<file path="config.mk">
export PLATFORM = sky130hd
export DESIGN_NAME = alu_secuencial
export DESIGN_NICKNAME = d
export VERILOG_FILES = /design/src/rtl/alu_secuencial_pkg.sv /design/src/rtl/alu_mul_iter.sv /design/src/rtl/alu_secuencial.sv
export SDC_FILE = /design/constraint.sdc
export NUM_CORES = 1
export LEC_CHECK = 0
export ABC_AREA = 1
export CAP_MARGIN = 20
export CORE_ASPECT_RATIO = 1.25
export CORE_MARGIN = 1.5
export CORE_UTILIZATION = 43
export CTS_CLUSTER_SIZE = 20
export DETAILED_ROUTE_END_ITERATION = 10
export MAX_ROUTING_LAYER = met4
export SLEW_MARGIN = 20
export SYNTH_ARGS = -nofsm -noshare
export SYNTH_HDL_FRONTEND = slang
export SYNTH_SLANG_ARGS = --single-unit
</file>
<file path="constraint.sdc">
create_clock -name clk -period 2.13 [get_ports clk]
set_input_delay 0.426 -clock clk [delete_from_list [all_inputs] [get_ports clk]]
set_output_delay 0.426 -clock clk [all_outputs]
set_load 0.01 [all_outputs]
</file>
<file path="src/rtl/alu_secuencial_pkg.sv">
// Shared definitions for the sequential ALU.
// Opcode encodings (the combinational ALU set plus SLL and MUL) and the
// FSM state encodings used by alu_secuencial.
package alu_secuencial_pkg;

  localparam int OP_W = 4;

  typedef enum logic [OP_W-1:0] {
    OP_ADD = 4'h0,
    OP_SUB = 4'h1,
    OP_AND = 4'h2,
    OP_OR  = 4'h3,
    OP_XOR = 4'h4,
    OP_SRA = 4'h5,
    OP_SRL = 4'h6,
    OP_NOR = 4'h7,
    OP_SLL = 4'h8,
    OP_MUL = 4'h9
  } alu_op_e;

  localparam logic [1:0] ST_IDLE = 2'd0;
  localparam logic [1:0] ST_CALC = 2'd1;
  localparam logic [1:0] ST_DONE = 2'd2;

endpackage

</file>
<file path="src/rtl/alu_mul_iter.sv">
// Iterative unsigned shift-add multiplier.
// Ports:
//   clk, rst_n  clock, synchronous active-low reset
//   start       load a/b and clear the accumulator and step counter
//   a, b        B_DAT-bit unsigned operands (sampled only on start)
//   done        B_DAT steps have completed since the last start
//   product     2*B_DAT-bit product, valid while done=1
module alu_mul_iter #(
  parameter int B_DAT = 8
) (
  input  logic               clk,
  input  logic               rst_n,
  input  logic               start,
  input  logic [B_DAT-1:0]   a,
  input  logic [B_DAT-1:0]   b,
  output logic               done,
  output logic [2*B_DAT-1:0] product
);

  localparam int              CW    = $clog2(B_DAT) + 1;
  localparam logic [CW-1:0]   STEPS = CW'(B_DAT);

  logic [2*B_DAT-1:0] mcand;
  logic [2*B_DAT-1:0] acc;
  logic [B_DAT-1:0]   mplier;
  logic [CW-1:0]      cnt;
  logic               busy;

  // NOTE: sequential state uses non-blocking assignments so every register
  // samples the pre-edge values of the others, independent of statement order.
  always_ff @(posedge clk) begin
    if (!rst_n) begin
      mcand  <= '0;
      acc    <= '0;
      mplier <= '0;
      cnt    <= '0;
      busy   <= 1'b0;
    end else if (start) begin
      mcand  <= {{B_DAT{1'b0}}, a};
      mplier <= b;
      acc    <= '0;
      cnt    <= '0;
      busy   <= 1'b1;
    end else if (busy && (cnt != STEPS)) begin
      // One multiplier bit per cycle, LSB first.
      if (mplier[0]) acc <= acc + mcand;
      mcand  <= mcand << 1;
      mplier <= mplier >> 1;
      cnt    <= cnt + 1'b1;
    end
  end

  assign done    = busy && (cnt == STEPS);
  assign product = acc;

endmodule

</file>
<file path="src/rtl/alu_secuencial.sv">
// Registered, valid/ready handshaked ALU with flags.
// Ports:
//   clk, rst_n           clock, synchronous active-low reset
//   in_valid / in_ready  operation handshake (accepted only in IDLE)
//   a, b, op             operands and opcode (alu_op_e encoding)
//   out_valid/out_ready  result handshake (result held in DONE)
//   rdo                  result
//   carry, zero, overflow, negative, illegal  result flags
// Single-cycle ops finish on the accepting edge; MUL runs B_DAT shift-add
// steps in alu_mul_iter and is registered one cycle after the last step.
module alu_secuencial
  import alu_secuencial_pkg::*;
#(
  parameter int B_DAT  = 8,
  parameter int B_OP   = OP_W,
  parameter bit MUL_EN = 1'b1
) (
  input  logic             clk,
  input  logic             rst_n,
  input  logic             in_valid,
  output logic             in_ready,
  input  logic [B_DAT-1:0] a,
  input  logic [B_DAT-1:0] b,
  input  logic [B_OP-1:0]  op,
  output logic             out_valid,
  input  logic             out_ready,
  output logic [B_DAT-1:0] rdo,
  output logic             carry,
  output logic             zero,
  output logic             overflow,
  output logic             negative,
  output logic             illegal
);

  localparam int               M      = B_DAT - 1;
  localparam logic [B_DAT-1:0] SH_LIM = B_DAT[B_DAT-1:0];

  logic [1:0]           state;
  logic                 is_mul;
  logic                 mul_start;
  logic                 mul_done;
  logic [2*B_DAT-1:0]   mul_prod;
  logic [B_DAT-1:0]     mul_lo;

  logic [B_DAT:0]       sum;
  logic [B_DAT:0]       diff;
  logic                 big_shift;
  logic [B_DAT-1:0]     res;
  logic                 res_c;
  logic                 res_v;
  logic                 res_ill;

  assign in_ready  = (state == ST_IDLE);
  assign is_mul    = MUL_EN && (op == OP_MUL);
  assign mul_start = in_ready && in_valid && is_mul;
  assign mul_lo    = mul_prod[B_DAT-1:0];

  alu_mul_iter #(.B_DAT(B_DAT)) u_mul (
    .clk     (clk),
    .rst_n   (rst_n),
    .start   (mul_start),
    .a       (a),
    .b       (b),
    .done    (mul_done),
    .product (mul_prod)
  );

  // Single-cycle datapath, evaluated on the live inputs; only the accepting
  // edge registers it, so later input changes have no effect.
  // NOTE: every combinational output is given a default before the case so
  // no path leaves it unassigned, which would infer a latch.
  always_comb begin
    res       = '0;
    res_c     = 1'b0;
    res_v     = 1'b0;
    res_ill   = 1'b0;
    sum       = {1'b0, a} + {1'b0, b};
    diff      = {1'b0, a} - {1'b0, b};
    big_shift = (b >= SH_LIM);
    case (op)
      OP_ADD: begin
        res   = sum[B_DAT-1:0];
        res_c = sum[B_DAT];
        res_v = (a[M] == b[M]) && (res[M] != a[M]);
      end
      OP_SUB: begin
        res   = diff[B_DAT-1:0];
        res_c = diff[B_DAT];  // borrow: a < b unsigned
        res_v = (a[M] != b[M]) && (res[M] != a[M]);
      end
      OP_AND: res = a & b;
      OP_OR:  res = a | b;
      OP_XOR: res = a ^ b;
      OP_NOR: res = ~(a | b);
      OP_SRA: res = big_shift ? {B_DAT{a[M]}} : B_DAT'($signed(a) >>> b);
      OP_SRL: res = big_shift ? '0 : (a >> b);
      OP_SLL: res = big_shift ? '0 : (a << b);
      OP_MUL: res_ill = !MUL_EN;  // enabled MUL is handled by alu_mul_iter
      default: res_ill = 1'b1;
    endcase
  end

  always_ff @(posedge clk) begin
    if (!rst_n) begin
      state     <= ST_IDLE;
      out_valid <= 1'b0;
      rdo       <= '0;
      carry     <= 1'b0;
      zero      <= 1'b0;
      overflow  <= 1'b0;
      negative  <= 1'b0;
      illegal   <= 1'b0;
    end else begin
      case (state)
        ST_IDLE: begin
          if (in_valid) begin
            if (is_mul) begin
              state <= ST_CALC;
            end else begin
              rdo       <= res;
              carry     <= res_c;
              zero      <= (res == '0);
              overflow  <= res_v;
              negative  <= res[M];
              illegal   <= res_ill;
              out_valid <= 1'b1;
              state     <= ST_DONE;
            end
          end
        end
        ST_CALC: begin
          if (mul_done) begin
            rdo       <= mul_lo;
            carry     <= |mul_prod[2*B_DAT-1:B_DAT];
            zero      <= (mul_lo == '0);
            overflow  <= 1'b0;
            negative  <= mul_lo[M];
            illegal   <= 1'b0;
            out_valid <= 1'b1;
            state     <= ST_DONE;
          end
        end
        ST_DONE: begin
          if (out_ready) begin
            out_valid <= 1'b0;
            state     <= ST_IDLE;
          end
        end
        default: state <= ST_IDLE;
      endcase
    end
  end

endmodule

</file>
; ---- After elaboration in Yosys (flattened, before gate mapping)
; Cells that the tools add are included.
; W data, S select, Z words.
[totals]
in_bits = 24
out_inout_bits = 15
regBits = 61
word_cells = 112
[classes]
shifts = 3
bitwise_logic = 5
magnitude_cmp = 1
n_eq_ne = 21
n_mux = 44
add_sub_neg = 4
n_reduce_logical = 20
[op_table]
columns = operator, n
row1 = $mux W8, 10
row2 = $pmux W8 S9, 1
row3 = $mux W1, 19
row4 = $add A16 B16 Y16, 1
row5 = $eq A4 B3 Y1 const B, 4
row6 = $logic_not A8 Y1, 2
row7 = $pmux W8 S2, 1
row8 = $pmux W1 S2, 7
row9 = $eq A4 B4 Y1 const B, 3
row10 = $add A8 B8 Y9, 1
row11 = $reduce_or A9 Y1, 1
row12 = $sub A8 B8 Y9, 1
row13 = $and A8 B8 Y8, 1
row14 = $eq A4 B2 Y1 const B, 2
row15 = $ge A8 B4 Y1 const B, 1
row16 = $mux W2, 4
row17 = $ne A2 B2 Y1 const B, 4
row18 = $not A8 Y8, 1
row19 = $or A8 B8 Y8, 1
row20 = $reduce_or A8 Y1, 1
row21 = $shl A8 B8 Y8, 1
row22 = $shr A8 B8 Y8, 1
row23 = $sshr A8 B8 Y8, 1
row24 = $xor A8 B8 Y8, 1
row25 = 20 further kinds, 28

; ---- Longest topological paths before layout
[logic_depth]
word_depth = 7
ltp_mapped = 17
depth_no_buf = 16

; ---- By module
; Synthesis repeated with hierarchy kept, for this count alone.
[unflattened]
cells_unflattened = 918
area_unflattened_um2 = 5602.9
[modules_own_cells]
columns = module, cells_per_inst, area_each_um2, n_inst, seq_area_each_um2
row1 = alu_secuencial, 515, 2855.2, 1, 300.3
row2 = alu_mul_iter, 403, 2747.6, 1, 900.9

; ---- Worst setup path before layout
; Ideal clock, no wire load.
[synth_path]
path_type = in2reg
from = input port b[2]
to = register zero
t_arrival_ps = 2157
n_path_buf = 1
setup_time_ps = 70
cell_stages = 14
slack_ps = -96
t_required_ps = 2060
path_cell_list = buf_2 -> inv_2 -> ha_1 -> inv_2 -> or2_0 -> nand3_1 -> nand2_1 -> nor3_2 -> nand2_1 -> a21oi_1 -> nand3_1 -> nor2_1 -> nand3_1 -> a21oi_1
[synth_via]
elab_chain_cells = 7
elab_cells_between_ends = 18
classes_between = add/sub: 2 / order compare: 1 / shift: 3 / mux: 7 / bitwise: 4 / reduce/logical: 1
[synth_rtl]
columns = element, line_no
row1 = "start, declared", alu_secuencial.sv:23  ; input logic [B_DAT-1:0] b,
row2 = "$ge A8 B4 Y1, or another cell as far along", alu_secuencial.sv:79  ; big_shift = (b >= SH_LIM);
row3 = "$mux W8, or another cell as far along", alu_secuencial.sv:97  ; OP_SLL: res = big_shift ? '0 : (a << b);
row4 = $pmux W8 S9 (*), alu_secuencial.sv:80  ; case (op)
row5 = $logic_not A8 Y1 (*), alu_secuencial.sv:122  ; zero <= (res == '0);
row6 = $mux W1 (*), alu_secuencial.sv:117  ; if (is_mul) begin
row7 = $mux W1 (*), alu_secuencial.sv:116  ; if (in_valid) begin
row8 = $pmux W1 S2 (*), alu_secuencial.sv:114  ; case (state)
row9 = "end signal, assigned", alu_secuencial.sv:122
row10 = "end signal, assigned", alu_secuencial.sv:135  ; zero <= (mul_lo == '0);
row11 = "end, declared", alu_secuencial.sv:29  ; output logic zero,
; Mark *: on every way between the ends. The rest lies on a longest branch, timed or not. The select of a mux whose other input is x is not followed.
; A chain may end at the register's enable or synchronous reset.

; ---- Worst setup path after layout
[layout_path]
from = input port b[0]
to = register zero
; Same word-level chain as after synthesis.

==> results.py <==
metrics = {
    "yosys": {
        "syn_nets": 900,
        "async_flop_share_pct": 0,
        "synth_common_cells": "nand2_1, nand3_1, inv_1",
        "synth_edf_count": 0,
        "synth_top_cell_by_area": "dfxtp_1",
        "synth.distinct_cells": 47,
        "yosys_warnings": 0,
        "netlist_instances": 832,
        "ys_seq_elements": 60,
        "synth_most_common_cell": "nand2_1",
        "ys.flop_type": "dfxtp_1",
        "synth.top_cell.area_share_pct": 22.8,
        "syn_area_per_cell_um2": 6.34,
        "syn_area_mm2": 0.00528,
        "yosys-top-cells-area": "dfxtp_1, nand2_1, ha_1",
        "ys_seq_area_share_pct": 22.8,
    },
    "global_route": {
        "grt-ovfl-total": 0,
        "grt_pass1_vias": 6407,
        "antenna_found_initial": 0,
        "grt_pass1_wl_um": 31600,
        "grt_max_degree": 27,
        "grtUsageTotal_pct": 32.7,
    },
    "cells_and_area": {
        "nFillCells": 1182,
        "finish.utilization_pct": 63.0,
        "areaGrowthSynthToFinish_pct": 43.9,
        "drive_above_1_share_pct": 30.4,
        "antenna_cells": 0,
        "final_nets": 1068,
        "postLayoutCellArea_mm2": 0.00760,
    },
    "clocking": {
        "cts_sinks": 60,
        "numCtsBuffers": 9,
        "cts_root_buffer": "clkbuf_16",
        "clk_pin_slew_ps": 60,
        "insertion_delay_ps": 330,
        "clk_path_buf_depth": 2,
        "htree_levels": 3,
        "tritoncts": "done",
    },
    "setup_path": {
        "path_max_fanout": 3,
        "path_depth": 14,
        "r2r-start": "u_mul.product[0]",
        "crit_buf_inv": 2,
        "critPathLaunch": "b[0]",
        "cp_data_arrival_time_ps": 2350,
        "slowest_delay_ps": 350,
        "r2r_cells": 15,
        "cp-endpoint": "zero",
        "required_ps": 2400,
        "crit_family": "simple AND/OR/NAND/NOR gates",
        "path_cells": "clkbuf_2 > ha_4 > inv_2 > fa_2 > or2_0 > nand3_1 > nand2_1 > nor3_2 > nand2_1 > a21oi_2 > nand3_1 > nor2_1 > nand3_1 > a21oi_2",
        "rrSetupSlack_ps": 80,
        "cp-start-kind": "input port",
        "timing.rr.end": "u_mul.product[10]",
        "crit_type": "in2reg",
        "cpMostUsedCell": "nand3_1",
        "slowest_stage": "fa_2",
        "worstSetupEndpointType": "flip-flop",
    },
    "timing": {
        "rsz0062_at_grt": "true",
        "setup_violations": 0,
        "layout_worst_path_cycle_share_pct": 97.8,
        "fin_skew_ps": 9.52,
        "hold_viol": 0,
        "max_freq_mhz": 480,
        "slew_viol_final": 0,
        "worst_slack_ps": 47.2,
        "maxSlewHeadroom_pct": 61.4,
        "finalCriticalPeriod_ps": 2080,
        "worstMarginPinSlew_ps": 578,
        "tns_ps": 0,
    },
    "routing": {
        "dr_wl_met3_um": 916,
        "via_per_inst": 5.49,
        "via_count": 6415,
        "top_layer": "met4",
        "drc": 0,
        "wire_per_inst_um": 17.4,
        "routed_wl_um": 20400,
        "met1_length_um": 7710,
        "drtIter0Drc": 396,
        "antenna_left": 0,
        "drt_pass1_iterations": 5,
        "wl_met2_um": 10400,
    },
    "die": {
        "io_pins": 39,
        "fp.dieW_um": 102,
        "die-area_mm2": 0.0130,
        "start_util_pct": 43.8,
        "die_h_um": 127,
        "core_area_mm2": 0.0120,
        "rows": 45,
    },
    "hold_path": {
        "hold_class": "reg2reg",
    },
    "run_status": {
        "status": "complete, no violations",
    },
    "pwr": {
        "p_leak_uw": 0.00356,
        "powerDensity_mw_per_mm2": 487,
        "peakVddDrop_v": 0.000573,
    },
    "placed_design": {
        "postPlaceCellArea_mm2": 0.00677,
        "gp_congestion": 1.03,
        "dp_hpwl_um": 16000,
        "pre_cts_ws_ps": -693,
        "port-buffer-count": 38,
    },
    "run": {
        "drv_cap": 0,
    },
}
## layout by cell type, fill, tap and decap left out, types with 7 or more instances in the layout
cell type	instances
nand2_1	199
buf_4	132
nand3_1	70
inv_1	69
dfxtp_1	58
a21oi_1	57
nor2_1	44
o21ai_0	38
ha_1	28
inv_2	22
nand2_2	21
nand4_1	20
a21oi_2	19
clkdlybuf4s50_1	18
nor2_2	17
nand3_2	17
o21ai_1	10
xor2_1	10
a31oi_1	10
clkbuf_16	10
buf_6	10
o211ai_1	9
nor3_1	9
ha_4	9
dlygate4sd2_1	9
nor2_4	8
o21bai_1	7
clkbuf_2	7
## cell families after synthesis
group / after synthesis / share of synthesized area [%]
compound gates: 172 / 18.7
fa+ha+maj: 44 / 10.9
xor+xnor: 14 / 2.32
simple gates: 420 / 35.7
buf+inv: 122 / 9.62
flops: 60 / 22.8
## area by class of cell
type / instances / area (um2) / area share [%]
Inverter: 95 / 360 / 4.74
Clock buffer: 10 / 229 / 3.01
Multi-Input combinational cell: 650 / 3980 / 52.4
Tap cell: 164 / 205 / 2.70
Timing Repair Buffer: 184 / 1540 / 20.3
Sequential cell: 60 / 1200 / 15.8
Clock inverter: 5 / 77.6 / 1.02
## worst min-delay path: cells and delay by family (launching register included)
family | cells | cell delay, ps
flip-flops | 1 | 310
AND/OR/NAND/NOR | 1 | 60
AO/OA/AOI/OAI | 1 | 50
## stage by stage
stage          hold slack, ps  cells  total power [uW]
3_5_place_dp              454   1139              2100
5_1_grt                   491   1168              3850
4_1_cts                   462   1157              3660
2_1_floorplan             441    832              1640
6_report                  463   1168              3700
3_3_place_gp              456   1139              2090
## worst min-delay path by stage
stage / cells past startpoint / end / from / slack (ps)
2_1_floorplan: 2 / u_mul.mplier[7] / u_mul.mplier[7] / 440
3_3_place_gp: 2 / rdo[4] / rdo[4] / 460
3_5_place_dp: 2 / rdo[4] / rdo[4] / 450
4_1_cts: 2 / rdo[4] / rdo[4] / 460
5_1_grt: 2 / overflow / overflow / 490
6_report: 2 / rdo[4] / rdo[4] / 460
## per-layer routing
| metal | global-route usage, % | up-vias |
|---|---|---|
| met4 | 20.1 | 0 |
| met3 | 4.30 | 83 |
| met1 | 34.9 | 3021 |
| met2 | 56.3 | 191 |
| li1 | - | 3120 |
| met5 | - | - |
## state kept, by name, indices dropped and copies added (netlist names)
register / count
carry: 1
illegal: 1
out_valid: 1
overflow: 1
rdo: 8
state: 2
u_mul.busy: 1
u_mul.cnt: 4
u_mul.mcand: 16
u_mul.mplier: 8
u_mul.product: 16
zero: 1
## where the power goes
part / internal (uW) / leakage [uW] / total, uW / switching, uW
clock: 1010 / 0.000148 / 1510 / 496
combinational: 444 / 0.00293 / 1010 / 571
sequential: 1150 / 0.000486 / 1180 / 24.2
total: 2610 / 0.00356 / 3700 / 1090
## timing repair
item,in CTS,in global routing
gates cloned,0,1
hold buffers,0,0
gates resized for setup,92,67
pin swaps,28,34
setup buffers,3,10
setup endpoints to repair,39,53
No activity file was read; power rests on OpenSTA's default activity.
